### src/rtl/video_timing_pkg.sv
// Shared types and default raster timing for the video timing generator.
package video_timing_pkg;

  typedef enum logic [1:0] {
    ACTIVE = 2'd0,
    FRONT  = 2'd1,
    SYNC   = 2'd2,
    BACK   = 2'd3
  } axis_state_t;

  // Width of the x/y coordinates; each axis total must fit in this many bits.
  localparam int COORD_W = 9;

  localparam int DEF_H_ACTIVE = 320;
  localparam int DEF_H_FRONT  = 16;
  localparam int DEF_H_SYNC   = 32;
  localparam int DEF_H_BACK   = 80;

  localparam int DEF_V_ACTIVE = 256;
  localparam int DEF_V_FRONT  = 8;
  localparam int DEF_V_SYNC   = 4;
  localparam int DEF_V_BACK   = 44;

endpackage

### src/rtl/video_timing_axis.sv
// One raster axis: a wrapping counter plus the ACTIVE/FRONT/SYNC/BACK region FSM.
// count and state present the values that will hold after the current edge,
// so the parent can register its flags in lockstep with the coordinates.
module timing_axis
  import video_timing_pkg::*;
#(
  parameter int ACTIVE_LEN = DEF_H_ACTIVE,
  parameter int FRONT_LEN  = DEF_H_FRONT,
  parameter int SYNC_LEN   = DEF_H_SYNC,
  parameter int BACK_LEN   = DEF_H_BACK
) (
  input  logic               clock,
  input  logic               reset,
  input  logic               advance,
  output logic [COORD_W-1:0] count,
  output axis_state_t        state,
  output logic               wrap
);

  localparam int TOTAL = ACTIVE_LEN + FRONT_LEN + SYNC_LEN + BACK_LEN;

  localparam logic [COORD_W-1:0] ACTIVE_END = COORD_W'(ACTIVE_LEN - 1);
  localparam logic [COORD_W-1:0] FRONT_END  = COORD_W'(ACTIVE_LEN + FRONT_LEN - 1);
  localparam logic [COORD_W-1:0] SYNC_END   = COORD_W'(ACTIVE_LEN + FRONT_LEN + SYNC_LEN - 1);
  localparam logic [COORD_W-1:0] LAST       = COORD_W'(TOTAL - 1);

  // Region ends are exact-match compares, so every region needs at least one
  // cycle and the whole line/frame must fit the coordinate width.
  if ((TOTAL > (1 << COORD_W)) || (ACTIVE_LEN < 1) || (FRONT_LEN < 1) ||
      (SYNC_LEN < 1) || (BACK_LEN < 1)) begin : g_bad_params
    $fatal(1, "timing_axis: region lengths must be >= 1 and total <= 512");
  end

  logic [COORD_W-1:0] count_q, count_d;
  axis_state_t        state_q, state_d;

  // Counter and region FSM next-state; a region ends when the counter sits on its last value.
  always_comb begin
    count_d = count_q;
    state_d = state_q;
    wrap    = 1'b0;
    if (advance) begin
      if (count_q == LAST) begin
        count_d = '0;
        wrap    = 1'b1;
      end else begin
        count_d = count_q + 1'b1;
      end
      case (state_q)
        ACTIVE:  if (count_q == ACTIVE_END) state_d = FRONT;
        FRONT:   if (count_q == FRONT_END)  state_d = SYNC;
        SYNC:    if (count_q == SYNC_END)   state_d = BACK;
        BACK:    if (count_q == LAST)       state_d = ACTIVE;
        default: state_d = ACTIVE;
      endcase
    end
  end

  // Axis state register, cleared to the start of the ACTIVE region.
  always_ff @(posedge clock or posedge reset) begin
    if (reset) begin
      count_q <= '0;
      state_q <= ACTIVE;
    end else begin
      count_q <= count_d;
      state_q <= state_d;
    end
  end

  assign count = count_d;
  assign state = state_d;

endmodule

### src/rtl/video_timing.sv
// Raster scan generator: x/y coordinates with sync, active and start markers,
// all registered together so flags always describe the presented coordinate.
module video_timing
  import video_timing_pkg::*;
#(
  parameter int H_ACTIVE = DEF_H_ACTIVE,
  parameter int H_FRONT  = DEF_H_FRONT,
  parameter int H_SYNC   = DEF_H_SYNC,
  parameter int H_BACK   = DEF_H_BACK,
  parameter int V_ACTIVE = DEF_V_ACTIVE,
  parameter int V_FRONT  = DEF_V_FRONT,
  parameter int V_SYNC   = DEF_V_SYNC,
  parameter int V_BACK   = DEF_V_BACK
) (
  input  logic               clock,
  input  logic               reset,
  input  logic               enable,
  output logic [COORD_W-1:0] video_x,
  output logic [COORD_W-1:0] video_y,
  output logic               active_,
  output logic               hsync_,
  output logic               vsync_,
  output logic               line_start_,
  output logic               frame_start_
);

  logic [COORD_W-1:0] h_count, v_count;
  axis_state_t        h_state, v_state;
  logic               h_wrap, v_wrap;

  logic [COORD_W-1:0] x_q, x_d, y_q, y_d;
  logic active_q, active_d, hsync_q, hsync_d, vsync_q, vsync_d;
  logic line_start_q, line_start_d, frame_start_q, frame_start_d;

  timing_axis #(
    .ACTIVE_LEN(H_ACTIVE), .FRONT_LEN(H_FRONT), .SYNC_LEN(H_SYNC), .BACK_LEN(H_BACK)
  ) u_h_axis (
    .clock   (clock),
    .reset   (reset),
    .advance (enable),
    .count   (h_count),
    .state   (h_state),
    .wrap    (h_wrap)
  );

  timing_axis #(
    .ACTIVE_LEN(V_ACTIVE), .FRONT_LEN(V_FRONT), .SYNC_LEN(V_SYNC), .BACK_LEN(V_BACK)
  ) u_v_axis (
    .clock   (clock),
    .reset   (reset),
    .advance (enable & h_wrap),
    .count   (v_count),
    .state   (v_state),
    .wrap    (v_wrap)
  );

  // Flags from the post-edge axis values; a wrap on an enabled edge means x (and y) land on 0.
  always_comb begin
    x_d           = x_q;
    y_d           = y_q;
    active_d      = active_q;
    hsync_d       = hsync_q;
    vsync_d       = vsync_q;
    line_start_d  = line_start_q;
    frame_start_d = frame_start_q;
    if (enable) begin
      x_d           = h_count;
      y_d           = v_count;
      active_d      = (h_state == ACTIVE) && (v_state == ACTIVE);
      hsync_d       = (h_state == SYNC);
      vsync_d       = (v_state == SYNC);
      line_start_d  = h_wrap;
      frame_start_d = v_wrap;
    end
  end

  // Output registers; reset presents pixel (0,0) at the start of a frame.
  always_ff @(posedge clock or posedge reset) begin
    if (reset) begin
      x_q           <= '0;
      y_q           <= '0;
      active_q      <= 1'b1;
      hsync_q       <= 1'b0;
      vsync_q       <= 1'b0;
      line_start_q  <= 1'b1;
      frame_start_q <= 1'b1;
    end else begin
      x_q           <= x_d;
      y_q           <= y_d;
      active_q      <= active_d;
      hsync_q       <= hsync_d;
      vsync_q       <= vsync_d;
      line_start_q  <= line_start_d;
      frame_start_q <= frame_start_d;
    end
  end

  assign video_x      = x_q;
  assign video_y      = y_q;
  assign active_      = active_q;
  assign hsync_       = hsync_q;
  assign vsync_       = vsync_q;
  assign line_start_  = line_start_q;
  assign frame_start_ = frame_start_q;

endmodule

### config.mk
export PLATFORM = sky130hd
export DESIGN_NAME = video_timing
export DESIGN_NICKNAME = d
export VERILOG_FILES = /design/src/rtl/video_timing_pkg.sv /design/src/rtl/video_timing_axis.sv /design/src/rtl/video_timing.sv
export SDC_FILE = /design/constraint.sdc
export NUM_CORES = 1
export LEC_CHECK = 0
export BUFFER_PORTS_ARGS = -buffer_cell sky130_fd_sc_hd__buf_2
export CORE_MARGIN = 2
export CORE_UTILIZATION = 35
export CTS_CLUSTER_DIAMETER = 30
export DETAILED_ROUTE_END_ITERATION = 7
export PLACE_DENSITY_LB_ADDON = 0.08
export RECOVER_POWER = 50
export SYNTH_ARGS = -nofsm -noshare
export SYNTH_HDL_FRONTEND = slang
export SYNTH_HIERARCHICAL = 1
export SYNTH_SLANG_ARGS = --single-unit
### constraint.sdc
create_clock -name clock -period 6.3 [get_ports clock]
set_clock_uncertainty 0.15 [all_clocks]
set_input_delay 0.63 -clock clock [delete_from_list [all_inputs] [get_ports clock]]
set_output_delay 0.63 -clock clock [all_outputs]
set_load 0.01 [all_outputs]
==> results of run 1 <==
cells by family after synthesis:
group | Yosys count | share of synthesized area (%)
buffers and inverters | 19 | 5.15
AND/OR/NAND/NOR | 51 | 16.5
flip-flops | 45 | 50.6
adder cells (fa/ha/maj) | 3 | 1.68
multiplexers | 26 | 15.6
AO/OA/AOI/OAI | 26 | 6.94
XOR/XNOR | 9 | 3.53
cells in the final DEF, fill, tap and decap left out, types with 5 or more instances in the layout:
| master | instances |
|---|---|
| xnor2_1 | 5 |
| o21ai_1 | 5 |
| clkbuf_1 | 13 |
| mux2_2 | 7 |
| o21ai_0 | 5 |
| clkbuf_8 | 6 |
| nor2_1 | 10 |
| inv_1 | 13 |
| mux2_4 | 16 |
| nand2_1 | 7 |
| buf_2 | 13 |
| dfrtp_1 | 42 |
layer usage:
| metal | part of all wire [%] | wire, µm | vias to the layer above | GRT usage [%] |
|---|---|---|---|---|
| met3 | 4.1 | 171 | 6 | 3.76 |
| met1 | 53 | 2240 | 680 | 19.2 |
| met2 | 41 | 1710 | 32 | 17.7 |
| met4 | 1.6 | 69 | 0 | 5.28 |
| met5 | 0 | 0 | - | 0 |
| li1 | - | - | 691 | - |
worst paths after layout:
| check | start | end | slack (ns) | cells after the start |
|---|---|---|---|---|
| setup / recovery | enable | video_y[5] | 1.98 | 9 |
| hold / removal | reset | u_h_axis/count_q[4] | 0.18 | 2 |
| setup reg to reg | u_h_axis/count_q[0] | video_y[5] | 3.38 | 9 |
| hold reg to reg | video_x[5] | video_x[5] | 0.36 | 1 |
| max in group asynchronous | reset | video_x[3] | 5.05 | 2 |
| min in group clock | video_x[5] | video_x[5] | 0.36 | 1 |
cell type report:
cell class              count  share of cell area [%]
clock inverters             1                    1.21
clock buffers               7                    3.47
repair buffers             25                    4.42
flip-flops and latches     45                    45.4
well taps                  77                    3.87
multi-input cells         115                    39.7
inverters                  13                    1.96
per-stage QoR:
stage | power, W | setup WS (ns) | utilization (%) | area [µm²] | cells
after global routing | 0.000757 | 1.66 | 39.7 | 2490 | 283
final | 0.000713 | 1.98 | 39.7 | 2490 | 283
after detailed placement | 0.000499 | 2.57 | 38.1 | 2390 | 275
after floorplan | 0.000461 | 3.68 | - | 2230 | 179
after global placement | 0.000500 | 2.67 | 38.1 | 2390 | 275
after CTS | 0.000726 | 2.90 | 39.9 | 2510 | 283
worst max-delay path, cell delays in order:
cell and delay [ns]:
clkbuf_1 1.42, and2_2 0.43, nand3_4 0.10, nor3b_4 0.36
and2_1 0.48, nand4_1 0.31, o21ai_0 0.23, o21ai_1 0.10
mux2_4 0.26
power by group through the flow:
stage | clock (W) | combinational (W) | sequential [W]
global route | 0.000246 | 0.000135 | 0.000376
CTS | 0.000230 | 0.000128 | 0.000368
finish | 0.000223 | 0.000122 | 0.000368
floorplan | 0 | 0.0000888 | 0.000372
global placement | 0 | 0.000128 | 0.000372
detailed placement | 0 | 0.000126 | 0.000372
sequential cells by signal, indices dropped and copies added, names as in the netlist:
signal and count:
u_v_axis/state_q 2, line_start_ 1, u_h_axis/count_q 9, hsync_ 1, video_x 9, video_y 9, u_v_axis/count_q 9, vsync_ 1
frame_start_ 1, active_ 1, u_h_axis/state_q 2
==> results.ini, run 1 <==
[clock_network]
root_buffer=clkbuf_8
post_cts_buffers=0
ctsLongestPathBuffers=2
cts_hold_buffers=0
cts_buffers=5
insertion_delay_ns=0.30
ctsResizeCount=0
clkSinkCount=45
path_clk_slew_ns=0.08
htreeDepth=2
cts_tree=done

[worst_setup_path]
end_kind=register
critPathRequiredTime_ns=6.34
worst_ep_arrival_time_ns=4.36
start_kind=primary input
crit_type=in2reg
crit_fanout=34

[job]
drv_cap=1

[floorplanning]
io_pins=26
design.die.area_mm2=0.00704
initial_utilization_pct=35.6
fp-row-count=29
die_h_um=83.9
core_area_mm2=0.00628
die_x_um=83.9

[sta]
min_period_ns=4.32
maxSlewHeadroom_pct=-35.0
post-route-period-util_pct=68.6
setup_viol=0
finalHoldViolCount=0
fin_hold_ws_ns=0.175
worst_slew_pin_slew_ns=2.03
max_freq_mhz=231
rsz0062_at_grt=no
tns_ns=0
slew_violations=35

[detailed_routing]
ant_nets=0
drtIter0Drc=106
firstDrtPassIters=4
wl_per_cell_um=14.8
drc=0
via_per_inst=4.98
vias=1409
routed_wl_mm=4.19

[pwr]
share_seq_of_total_power_pct=51.6
p_comb_share_pct=17.1
power_density_mw_per_mm2=286
power_switching_w=0.000199
switching_share_pct=27.9
vdd_ir_drop_max_mv=0.142
internal_power_w=0.000515
p_leak_nw=1.15
clock_power_share_pct=31.2

[synthesis]
ys_top_cells_by_count=dfrtp_1, mux2_4, inv_1
synth_nets=185
netlist_area_mm2=0.00223
yosys.area.top_type_share_pct=47.0
post_synth_num_cell_types=47
avgSynthCellArea_um2=12.5
ys_warn_count=6
synth_largest_area_cell=dfrtp_1
synth_most_common_cell=dfrtp_1
yosysSeqAreaShare_pct=50.6
yosys_most_used_dff=dfrtp_1
async_flop_share_pct=100
synthCells=179
synth_edf_count=0
yosys-top-cells-area=dfrtp_1, mux2_4, dfstp_2, mux2_2, inv_1
ys_ff_latch=45

[global_routing]
grt_pass1_wl_mm=7.17
grt-ovfl-total=0
antenna_found_initial=0
grt_usage_pct=13.0
grt_start_max_net_pins=35
grt_pass1_vias=1393

[cells_and_area]
drive_above_1_share_pct=28.6
final_net_count=211
multi_input_area_um2=990
seqCellArea_mm2=0.00113
diodes=0
num-fill-cells=614
area_growth_pct=11.5

[status]
violations=max-capacitance violations, max-slew violations
status=finished, violations left

[place]
gp_congestion=0.804
dpl.hpwl_mm=2.91
port_buffers=25

[min_path]
hold_class=in2async

Note: power is estimated with default switching activity, not from simulation.
==> run 2, diff against run 1 <==
- ABC_AREA: default -> 1
- clock period: 6.3 -> 4.3 ns (I/O delays scaled with it)
==> run 2 against run 1 <==
  * The run ends with negative hold slack left
  * Sequential share of layout area decreased by 0.068 points
  * Clock power increased by 52%
  * Register-to-register slack got worse by 1.6 ns
  * Hold slack got worse by 0.20 ns
  * Final cell count increased by 35%
  * Sequential power increased by 54%
  * Setup slack got worse by 0.19 ns
  * Wire length increased by 21%
  * Clock-buffer cell count decreased by 2
  * Die area decreased by 0.49%
  * First-iteration DRC count increased by 3.8%
  * Sequential cell count unchanged
  * Critical endpoint is now video_y[6]
==> results.ini, run 2 <==
[synthesis]
synth_most_common_cell=nand2_1
synth_largest_area_cell=dfrtp_1
netlist_area_mm2=0.00222  ; -0.50%
yosys-top-cells-area=dfrtp_1, nand2_1, nor2_1, inv_1, dfstp_2
synthCells=277  ; +55%
ys_top_cells_by_count=nand2_1, dfrtp_1, nor2_1
ys_ff_latch=45  ; unchanged
async_flop_share_pct=100  ; unchanged
yosysSeqAreaShare_pct=50.8  ; +0.26 points
synth_edf_count=0  ; unchanged
avgSynthCellArea_um2=8.03  ; -36%
yosys.area.top_type_share_pct=47.3  ; +0.24 points
post_synth_num_cell_types=31  ; -34%
synth_nets=283  ; +53%
yosys_most_used_dff=dfrtp_1
ys_warn_count=6  ; unchanged

[floorplanning]
core_area_mm2=0.00624  ; -0.58%
io_pins=26  ; unchanged
die_h_um=83.7  ; -0.24%
initial_utilization_pct=35.6  ; about the same
fp-row-count=29  ; unchanged
die_x_um=83.7  ; -0.24%
design.die.area_mm2=0.00701  ; -0.49%

[cells_and_area]
area_growth_pct=12.2
final_net_count=310  ; +47%
fin_util_pct=40.0  ; +0.29 points
diodes=0  ; unchanged
drive_above_1_share_pct=14.4  ; -14 points
layout_common_cells=nand2_1, dfrtp_1, nor2_1
final_common_cell=nand2_1

[global_routing]
grt-ovfl-total=0  ; unchanged
antenna_found_initial=0  ; unchanged
grt_pass1_wl_mm=8.45  ; +18%
grt_pass1_vias=1753  ; +26%
grt_usage_pct=15.3  ; +2.4 points
grt_start_max_net_pins=32  ; -8.6%

[detailed_routing]
via_per_inst=4.55  ; -8.7%
drc=0  ; unchanged
wl_per_cell_um=13.2  ; -11%
firstDrtPassIters=4  ; unchanged
vias=1737  ; +23%
drtIter0Drc=110  ; +3.8%
routed_wl_mm=5.06  ; +21%
ant_nets=0  ; unchanged

[clock_network]
ctsResizeCount=0  ; unchanged
post_cts_buffers=0  ; unchanged
insertion_delay_ns=0.31  ; about the same
htreeDepth=2  ; unchanged
cts_buffers=5  ; unchanged
cts_tree=done
cts_hold_buffers=0  ; unchanged
ctsLongestPathBuffers=2  ; unchanged
root_buffer=clkbuf_8
path_clk_slew_ns=0.10  ; +0.02 ns
clkSinkCount=45  ; unchanged

[sta]
maxSlewHeadroom_pct=34.5  ; +69 points
worst_slew_pin_slew_ns=0.982  ; -1.04 ns
finalHoldViolCount=22  ; +22
tns_ns=0  ; unchanged
rsz0062_at_grt=no
setup_viol=0  ; unchanged
fin_hold_ws_ns=-0.0259  ; -0.201 ns
slew_violations=0  ; -100%
max_freq_mhz=398
post-route-period-util_pct=58.4
min_period_ns=2.51

[job]
drv_cap=0  ; -1

[worst_setup_path]
worst_ep_arrival_time_ns=2.61  ; -1.75 ns
r2r_end=video_y[6]
cp_common_cell=nand2_1
start_kind=register
rr_worst_depth=15  ; +6
r2r-start=u_h_axis/count_q[0]
crit_chain=ha_1 -> nand2_1 -> nor2_4 -> nand2_4 -> nor3_4 -> nand2_1 -> inv_1 -> inv_2 -> nor2_1 -> nand2_1 -> o21ai_0 -> nand2_1 -> inv_1 -> nand2_1 -> nand2_1
reg2reg_slack_ns=1.79  ; -1.59 ns
slowest_stage=dfrtp_1
end_kind=register
crit_path_max_incr_delay_ns=0.41  ; -1.01 ns
crit_type=reg2reg
crit_fanout=8  ; -76%
critPathRequiredTime_ns=4.40  ; -1.94 ns

[status]
status=finished, violations left
violations=negative hold slack

[place]
gp_congestion=0.855  ; +6.4%
port_buffers=25  ; unchanged
dpl.hpwl_mm=3.58  ; +23%

[min_path]
hold_class=in2async

[pwr]
power_density_mw_per_mm2=468  ; +63%
p_leak_nw=1.31  ; +14%
vdd_ir_drop_max_mv=0.198  ; +39%

-- run 2: where the power goes --
part	switching [W]	leakage [nW]	internal, W
sequential	0.0000626	0.542	0.000503
clock	0.000162	0.0591	0.000177
combinational	0.000171	0.707	0.0000911
-- run 2: critical path: cells and delay by family (launching register included) --
kind | cells | cell delay, ns
AO/OA/AOI/OAI | 1 | 0.17
adder cells (fa/ha/maj) | 1 | 0.19
buffers and inverters | 3 | 0.41
flip-flops | 1 | 0.41
AND/OR/NAND/NOR | 10 | 1.15
-- run 2: cell type report --
cell class | count | area, µm²
clock buffer | 5 | 68.8
clock inverter | 3 | 47.5
fill | 681 | 3750
inverter | 32 | 125
multi-input combinational | 194 | 908
sequential | 45 | 1130
tap | 77 | 96.3
timing repair buffer | 26 | 119
-- run 2: how the worst max path moves through the flow --
stage                   startpoint         end  slack, ns  cells past startpoint
2_1_floorplan  u_h_axis/count_q[0]  video_y[7]       2.12                     14
3_3_place_gp   u_h_axis/count_q[0]  video_y[6]       1.88                     15
3_5_place_dp   u_h_axis/count_q[0]  video_y[6]       1.82                     15
4_1_cts        u_h_axis/count_q[0]  video_y[6]       1.80                     15
5_1_grt        u_h_axis/count_q[0]  video_y[6]       1.50                     15
6_report       u_h_axis/count_q[0]  video_y[6]       1.79                     15
-- run 2: cell families (layout without fill, tap and decap cells) --
kind of cell / after synthesis / in the layout / synth area share (%)
and+or+nand+nor: 167 / 167 / 32.5
DFF: 45 / 45 / 50.8
buffers and inverters: 38 / 66 / 8.22
AOI/OAI and AO/OA: 20 / 20 / 5.23
xor gates and xnor gates: 4 / 4 / 1.58
adders and majority gates: 3 / 3 / 1.69
-- run 2: metal layers --
layer  share of wire (%)  global-route usage [%]  vias to the layer above
met1                  46                    18.8                      801
li1                    -                       -                      900
met3                 2.7                    3.56                       10
met5                   0                       0                        -
met4                 2.6                    6.16                        0
met2                  48                    26.0                       26
-- run 2: per-stage QoR --
step	power [W]	instances	cell area (µm²)	setup slack, ns
CTS	0.00120	382	2510	1.80
detailed placement	0.000850	374	2390	1.82
floorplan	0.000757	277	2220	2.12
global route	0.00125	382	2490	1.50
global placement	0.000849	374	2390	1.88
finish	0.00117	382	2490	1.79
